[src/rtl/ex_mem.sv]
// ex_mem: EX->MEM pipeline register.
// It carries the register-write and HI/LO-write results from execute to the
// memory stage. It also holds the multiply-accumulate partial product and
// step count while execute is stalled. This lets a 2-step madd/msub finish.
// Optional feature: define EX_MEM_BUBBLE_CNT_EN to add a 32-bit bubble_cnt
// output. It counts the edges on which a bubble is inserted.
module ex_mem #(
  parameter int unsigned DW = 32
) (
  input  logic            clk,
  input  logic            rst,
  input  logic [5:0]      stall,
  input  logic            flush,
  input  logic [4:0]      ex_wd,
  input  logic            ex_wreg,
  input  logic [DW-1:0]   ex_wdata,
  input  logic [DW-1:0]   ex_hi,
  input  logic [DW-1:0]   ex_lo,
  input  logic            ex_whilo,
  input  logic [2*DW-1:0] hilo_i,
  input  logic [1:0]      cnt_i,
  output logic [4:0]      mem_wd,
  output logic            mem_wreg,
  output logic [DW-1:0]   mem_wdata,
  output logic [DW-1:0]   mem_hi,
  output logic [DW-1:0]   mem_lo,
  output logic            mem_whilo,
  output logic [2*DW-1:0] hilo_o,
`ifdef EX_MEM_BUBBLE_CNT_EN
  output logic [1:0]      cnt_o,
  output logic [31:0]     bubble_cnt
`else
  output logic [1:0]      cnt_o
`endif
);

  localparam int unsigned AW  = 5;
  localparam int unsigned HLW = 2 * DW;
  localparam int unsigned CW  = 2;
  localparam int unsigned BCW = 32;

  // Edge action: resolved once so every register agrees on the priority
  typedef enum logic [2:0] {
    ACT_RESET   = 3'd0,
    ACT_FLUSH   = 3'd1,
    ACT_ADVANCE = 3'd2,
    ACT_BUBBLE  = 3'd3,
    ACT_HOLD    = 3'd4
  } act_e;

  act_e w_act;

  logic [AW-1:0]  r_wd;
  logic           r_wreg;
  logic [DW-1:0]  r_wdata;
  logic [DW-1:0]  r_hi;
  logic [DW-1:0]  r_lo;
  logic           r_whilo;
  logic [HLW-1:0] r_hilo;
  logic [CW-1:0]  r_cnt;

  logic w_ex_stall;
  logic w_mem_stall;
  logic w_unused_stall;

  assign w_ex_stall     = stall[3];
  assign w_mem_stall    = stall[4];
  // Only the execute and memory stall bits matter here
  assign w_unused_stall = ^{stall[5], stall[2:0]};

  // Decode edge action: rst > flush > stall cases
  // ex running with mem stalled cannot come from upstream, so it advances
  always_comb begin
    w_act = ACT_ADVANCE;
    if (rst) begin
      w_act = ACT_RESET;
    end else if (flush) begin
      w_act = ACT_FLUSH;
    end else if (!w_ex_stall) begin
      w_act = ACT_ADVANCE;
    end else if (!w_mem_stall) begin
      w_act = ACT_BUBBLE;
    end else begin
      w_act = ACT_HOLD;
    end
  end

  // Forward payload to the memory stage: load, zero (bubble/flush/reset) or keep
  always_ff @(posedge clk) begin
    case (w_act)
      ACT_ADVANCE: begin
        r_wd    <= ex_wd;
        r_wreg  <= ex_wreg;
        r_wdata <= ex_wdata;
        r_hi    <= ex_hi;
        r_lo    <= ex_lo;
        r_whilo <= ex_whilo;
      end
      ACT_HOLD: begin
        r_wd    <= r_wd;
        r_wreg  <= r_wreg;
        r_wdata <= r_wdata;
        r_hi    <= r_hi;
        r_lo    <= r_lo;
        r_whilo <= r_whilo;
      end
      default: begin
        r_wd    <= AW'(0);
        r_wreg  <= 1'b0;
        r_wdata <= DW'(0);
        r_hi    <= DW'(0);
        r_lo    <= DW'(0);
        r_whilo <= 1'b0;
      end
    endcase
  end

  // Madd/msub feedback: kept while execute stalls, cleared otherwise
  always_ff @(posedge clk) begin
    case (w_act)
      ACT_BUBBLE, ACT_HOLD: begin
        r_hilo <= hilo_i;
        r_cnt  <= cnt_i;
      end
      default: begin
        r_hilo <= HLW'(0);
        r_cnt  <= CW'(0);
      end
    endcase
  end

  assign mem_wd    = r_wd;
  assign mem_wreg  = r_wreg;
  assign mem_wdata = r_wdata;
  assign mem_hi    = r_hi;
  assign mem_lo    = r_lo;
  assign mem_whilo = r_whilo;
  assign hilo_o    = r_hilo;
  assign cnt_o     = r_cnt;

`ifdef EX_MEM_BUBBLE_CNT_EN
  logic [BCW-1:0] r_bubble_cnt;

  // Count bubble edges; wraps naturally at 2^32
  always_ff @(posedge clk) begin
    if (w_act == ACT_RESET) begin
      r_bubble_cnt <= BCW'(0);
    end else if (w_act == ACT_BUBBLE) begin
      r_bubble_cnt <= r_bubble_cnt + BCW'(1);
    end
  end

  assign bubble_cnt = r_bubble_cnt;
`endif

endmodule
[config.mk]
export PLATFORM = sky130hd
export DESIGN_NAME = ex_mem
export DESIGN_NICKNAME = d
export VERILOG_FILES = /design/src/rtl/ex_mem.sv
export SDC_FILE = /design/constraint.sdc
export NUM_CORES = 1
export LEC_CHECK = 0
export ABC_AREA = 1
export CAP_MARGIN = 20
export CORE_AREA = 2 2 137 139
export DETAILED_ROUTE_END_ITERATION = 8
export DIE_AREA = 0 0 139 141
export DONT_BUFFER_PORTS = 1
export SYNTH_ARGS = -nofsm -noshare
export SYNTH_HDL_FRONTEND = slang
export SYNTH_SLANG_ARGS = --single-unit
[constraint.sdc]
create_clock -name clk -period 6 [get_ports clk]
set_input_delay 0.9 -clock clk [delete_from_list [all_inputs] [get_ports clk]]
set_output_delay 0.9 -clock clk [all_outputs]
set_load 0.02 [all_outputs]
Yosys cells after proc, flatten, opt, wreduce, memory -nomap -nowiden
Cells that the tools add are included.
{"block": "word_totals", "word_cells": 22, "output_inout_bits": 169, "regBits": 169, "in_bits": 178}
{"block": "classes", "n_mux": 10, "reduce_logical": 1, "n_eq_ne": 3}
{"operator": "$pmux W32 S2", "count": 3}
{"operator": "$mux W3", "count": 4}
{"operator": "$pmux W5 S2", "count": 1}
{"operator": "$eq A3 B2 Y1 const B", "count": 2}
{"operator": "$pmux W1 S2", "count": 2}
{"operator": "$eq A3 B3 Y1 const B", "count": 1}
{"operator": "$reduce_or A2 Y1", "count": 1}

Depth between registers and ports, before layout
Gate-level depths: netlist (run 1).
{"block": "depth", "ltp_word": 6, "ltp_mapped": 5, "mapped_depth_nobuf": 3}

Worst setup path before layout (run 1)
Ideal clock, no wire load.
{"block": "synth_path", "path_kind": "input-to-reg", "start": "input port rst", "end": "register r_hi[0], in the netlist mem_hi[0] (enable)", "n_path_buf": 0, "slack_ns": 1.435, "cell_stages": 2, "t_required_ns": 4.784, "arrival_ns": 3.349, "path_cell_list": "nor2_2 -> nand3_1"}
{"block": "synth_via", "elab_chain_cells": 2}
{"item": "start: declaration", "line_no": "11", "rtl": "input logic rst,"}
{"item": "$mux W3", "line_no": "75", "rtl": "if (rst) begin"}
{"item": "$eq A3 B3 Y1", "line_no": "90", "rtl": "case (w_act)"}
{"item": "end signal: assignment", "line_no": "95", "rtl": "r_hi <= ex_hi;"}
{"item": "end signal: assignment", "line_no": "103", "rtl": "r_hi <= r_hi;"}
{"item": "end: declaration", "line_no": "56", "rtl": "logic [DW-1:0] r_hi;"}
No other way between the ends.
A chain may end at the register's enable or synchronous reset.

Final worst setup path (run 1)
{"block": "layout_path", "start": "input port rst", "end": "register r_wdata[16], in the netlist mem_wdata[16] (enable)"}
{"block": "layout_via", "elab_chain_cells": 2}
{"item": "$mux W3", "line_no": "75"}
{"item": "$eq A3 B3 Y1", "line_no": "90"}
{"item": "end signal: assignment", "line_no": "94", "rtl": "r_wdata <= ex_wdata;"}
{"item": "end signal: assignment", "line_no": "102", "rtl": "r_wdata <= r_wdata;"}
{"item": "end: declaration", "line_no": "55", "rtl": "logic [DW-1:0] r_wdata;"}
No other way between the ends.

==> results.md, run 1 <==
- YS warnings: 0
- Post-Route WL: 12,900 um
- Post-Synthesis Cells: 530
- Met3 Use GR: 6.42%
- PD cells: 381 mW/mm^2
- Status: complete, no violations
- Initial core utilization: 32.0%
- Die Y-Extent: 141 um
- Share of post-route cells with drive strength above 1: 6.78%
- Initial DRT Pass Iterations: 4
- Fin. Hold Viols: 0
- Most Used Layer, Global Route: met2
- Post-CTS Setup Bufs: 0
- Routed wire per std cell: 16.6 um
- Worst EP required: 6.05 ns
- CTS H-tree lvls: 4
- Max-cap viol count: 0
- Post-synthesis net count: 708
- First-pass GRT wire length: 18,500 um
- Post-CTS Hold Fix Bufs: 0
- GR Util All Layers: 12.4%
- Leading post-synthesis cells by cell area: edfxtp_1 53%, dfxtp_1 23%, inv_1 11%
- Post-synth top area cell: edfxtp_1
- Post-synthesis sequential area ratio: 75.5%
- Worst setup EP type: flop
- Slew @ Worst Pin: 1.06 ns
- Cell Rows: 50
- 1st-iter DRT viols: 127
- Core Box Area: 0.0183 sq mm
- Worst-path maximum fanout: 67
- Area grow syn2layout: 13.9%
- Shortest period the worst path allows: 2.23 ns
- Pin count of the biggest net entering global routing: 104
- Dpl ws: 3.35 ns
- Post-CTS sizing: 0
- Kind of critical path: in2reg
- Die area: 0.0196 sq mm
- Hpwl dp: 9540 um
- Yosys reg bits: 169
- Avg Cell Area, Syn: 11.0 sq um
- Clock Root Buffer: clkbuf_16
- Ys flop type: edfxtp_1
- Max_slew headroom: 29.4%
- Post-synth EDFFs: 103
- Post-synth top cells: 170 x inv_1, 169 x nor2_1, 103 x edfxtp_1, 66 x dfxtp_1
- # setup viols final: 0
- Gpl congestion: 0.795
- Most common cell in the netlist: inv_1
- Setup TNS: 0 ns
- Post-Syn Area: 0.00584 sq mm
- Period utilization: 37.2%
- Routed vias: 3,254
- Grt ovf: 0
- Max-slew violation count: 0
- Share of async-settable or async-resettable flops after synthesis: 0%
- Peak supply drop: 174 uV
- Kind of start point of the critical path: primary input
- Synth cell types: 10
- Final nets: 711
- Worst Hold Class: in2reg
- Grt met1 use: 12.9%
- DRC Markers: 0
- Detail Route Antenna Nets: 0
- Clk sink count: 169
- Yosys top cell area share: 52.9%
- Clk buf depth: 2
- Initial antenna violation count: 1
- Hold slack: 0.588 ns
- Fmax: 448 MHz
- IO buf count: 0
- Die width: 139 um
- RSZ-0062 raised after global routing: false
- Vias per cell: 4.17
- Cts bufs inserted: 17
- CTS tree: yes
- Setup WS post-layout: 3.77 ns
- Ports: 347
- Number of global-route vias before repair: 3,327
- Met2 Usage GRT: 21.7%
- Lkg Pwr: 0.00336 uW
- Clock-pin slew on the worst setup and hold paths: 0.07 ns
- Worst EP arrival: 2.28 ns
## critical path, cell delays in order
cell	delay (ns)
nor2_2	0.23
nand3_4	0.48
buf_4	0.56
## layout make-up
class                   count  area, sq um
well taps                 234          293
multi-input cells         173          676
flip-flops and latches    169         4410
inverters                 170          638
diodes                      1         2.50
repair buffers              2         15.0
clock inverters            11          123
clock buffers              21          493
fillers                  1806        11600
## per-layer routing
layer	vias to the layer above	routed length, um
met5	-	0
met4	0	138
met3	12	1270
met2	222	6610
met1	1484	4920
li1	1536	-
## worst paths after layout
| path | startpoint | end | slack [ns] | depth (start not counted) |
|---|---|---|---|---|
| hold / removal | hilo_i[42] | hilo_o[42] | 0.59 | 2 |
| setup / recovery | rst | mem_wdata[16] | 3.77 | 3 |
## cell usage in the layout (no fill, tap or decap)
cell type	instances
diode_2	1
clkbuf_16	19
inv_1	170
dfxtp_1	66
clkinv_4	3
nor2_2	1
clkbuf_1	1
buf_4	2
nand2_2	1
nand3_4	1
inv_8	3
nor2_1	169
bufinv_16	1
clkbuf_8	1
edfxtp_1	103
inv_6	3
nand2_4	1
inv_4	1
## sequential cells by signal (all words and copies together), names as in the netlist
register / flops
hilo_o: 64
mem_wdata: 32
mem_hi: 32
mem_wd: 5
mem_wreg: 1
mem_lo: 32
mem_whilo: 1
cnt_o: 2
## per-stage QoR
stage	cell area (sq um)	cells	power, uW	util (%)
6_report	6650	781	2540	36.4
5_1_grt	6650	780	2630	36.4
4_1_cts	6650	780	2570	36.4
3_5_place_dp	6040	748	1450	33.0
3_3_place_gp	6040	748	1450	33.0
2_1_floorplan	5840	530	1430	-
## power by group
group          switching [uW]  total, uW  internal (uW)  leakage, uW
Sequential               82.7       1360           1280      0.00176
Combinational            43.7       61.1           17.4      0.00130
Clock                     467       1110            648     0.000305
## kinds of logic after synthesis
| kind of cell | after synthesis | share of synthesized area, % |
|---|---|---|
| buffers and inverters | 188 | 13.3 |
| and+or+nand+nor | 173 | 11.2 |
| DFF | 169 | 75.5 |
Power figures use the tool's default switching activity.
==> inputs of run 2 (changes only) <==
Clock period 6 ns to 2.11 ns, I/O delays scaled along.
==> results.md, run 2 (synthesis results as in run 1) <==
- Tot Pwr: 7140 uW (+180%)
- Hold slack: 0.0272 ns (-0.561 ns)
- Shortest period the worst path allows: 1.25 ns
- GR Util All Layers: 13.5% (+1.0 points)
- 1st-iter DRT viols: 169 (+33%)
- CTS tree: yes
- Post-Route WL: 13,800 um (+6.7%)
- Period utilization: 59.3%
- Commonest non-fill, non-tap cells in the layout: 170 x inv_1, 169 x nor2_1, 103 x edfxtp_1
- IO buf count: 0 (unchanged)
- Kind of start point of the critical path: flop
- Initial DRT Pass Iterations: 4 (unchanged)
- Clk buf depth: 2 (unchanged)
- Pin count of the biggest net entering global routing: 104 (unchanged)
- Worst-path maximum fanout: 1 (-99%)
- Setup TNS: 0 ns (unchanged)
- Worst Hold Class: in2reg
- # setup viols final: 0 (unchanged)
- Final non-filler cell total: 835 (+6.9%)
- Kind of critical path: reg2out
- Post-CTS Setup Bufs: 0 (unchanged)
- Gpl congestion: 0.783 (-1.5%)
- Grt ovf: 0 (unchanged)
- Most common cell after layout, fill and taps aside: inv_1
- CTS H-tree lvls: 4 (unchanged)
- Max-cap viol count: 0 (unchanged)
- Fin. Hold Viols: 0 (unchanged)
- Die Y-Extent: 141 um (unchanged)
- Placed Cells: 750 (+0.27%)
- Slew @ Worst Pin: 0.638 ns (-0.421 ns)
- DRC Markers: 0 (unchanged)
- Placed cell area: 0.00608 sq mm (+0.66%)
- RSZ-0062 raised after global routing: false
- Worst setup EP type: output port
- Initial core utilization: 32.0% (unchanged)
- Routed vias: 3,507 (+7.8%)
- Initial antenna violation count: 0 (-1)
- Peak supply drop: 482 uV (+180%)
- Clk sink count: 169 (unchanged)
- Design area: 0.00719 sq mm (+8.0%)
- Max reg flops: 64 (unchanged)
- Share of post-route cells with drive strength above 1: 6.49% (-0.29 points)
- Status: complete, no violations
- Die width: 139 um (unchanged)
- Detail Route Antenna Nets: 0 (unchanged)
- Cts bufs inserted: 17 (unchanged)
- Core Box Area: 0.0183 sq mm (unchanged)
- Routed wire per std cell: 16.5 um (-0.19%)
- First-pass GRT wire length: 20,200 um (+9.0%)
- Number of global-route vias before repair: 3,559 (+7.0%)
- Clock-pin slew on the worst setup and hold paths: 0.07 ns (about the same)
- Area grow syn2layout: 23.0%
- Vias per cell: 4.20 (+0.81%)
- Die area: 0.0196 sq mm (unchanged)
- Final nets: 766 (+7.7%)
- PD cells: 994 mW/mm^2 (+160%)
- Max_slew headroom: 57.5% (+28 points)
- Worst EP arrival: 0.93 ns (-1.35 ns)
- Max-slew violation count: 0 (unchanged)
- ANT cells: 0 (-1)
- Hpwl dp: 9680 um (+1.5%)
- Lkg Pwr: 0.00358 uW (+6.6%)
- Worst EP required: 1.79 ns (-4.26 ns)
- Cell Rows: 50 (unchanged)
- Ports: 347 (unchanged)
- Clock Root Buffer: clkbuf_16
- Fmax: 800 MHz
## run 2: cell count changes in the layout (fill, tap and decap cells not counted), sizes merged
cell,before,now
clkbuf,21,18
inv,177,179
bufinv,1,0
dlygate4sd3,0,53
diode,1,0
buf,2,4
clkinv,3,5
## run 2: layout make-up
cell class | instances | area (sq um)
repair buffers | 57 | 586
well taps | 234 | 293
inverters | 170 | 638
clock buffers | 18 | 429
multi-input cells | 173 | 676
clock inverters | 14 | 150
flip-flops and latches | 169 | 4410
fillers | 1735 | 11100
## run 2: power breakdown
| group | leakage, uW | internal [uW] | switching [uW] |
|---|---|---|---|
| logic | 0.00154 | 116 | 145 |
| clock network | 0.000285 | 1590 | 1420 |
| registers | 0.00176 | 3630 | 234 |
## run 2: through the flow
step	setup slack, ns	utilization, %
final	0.860	39.3
after detailed placement	0.771	33.3
after global placement	0.828	33.3
after global routing	0.819	39.3
after floorplan	0.263	-
after CTS	0.832	39.2
## run 2: worst paths after layout
path            end          start  depth (start not counted)
min      hilo_o[26]     hilo_i[26]                          2
max   mem_wdata[15]  mem_wdata[15]                          0
## run 2: what timing repair did
item,CTS,global route
resized for setup,0,0
hold buffers,50,3
hold endpoints to repair,50,3
## run 2: metal layers
metal	up-vias	global-route usage (%)	part of all wire (%)
li1	1644	-	-
met1	1634	14.1	37
met2	219	23.9	53
met3	10	6.49	9.3
met4	0	4.41	1.3
met5	-	0	0
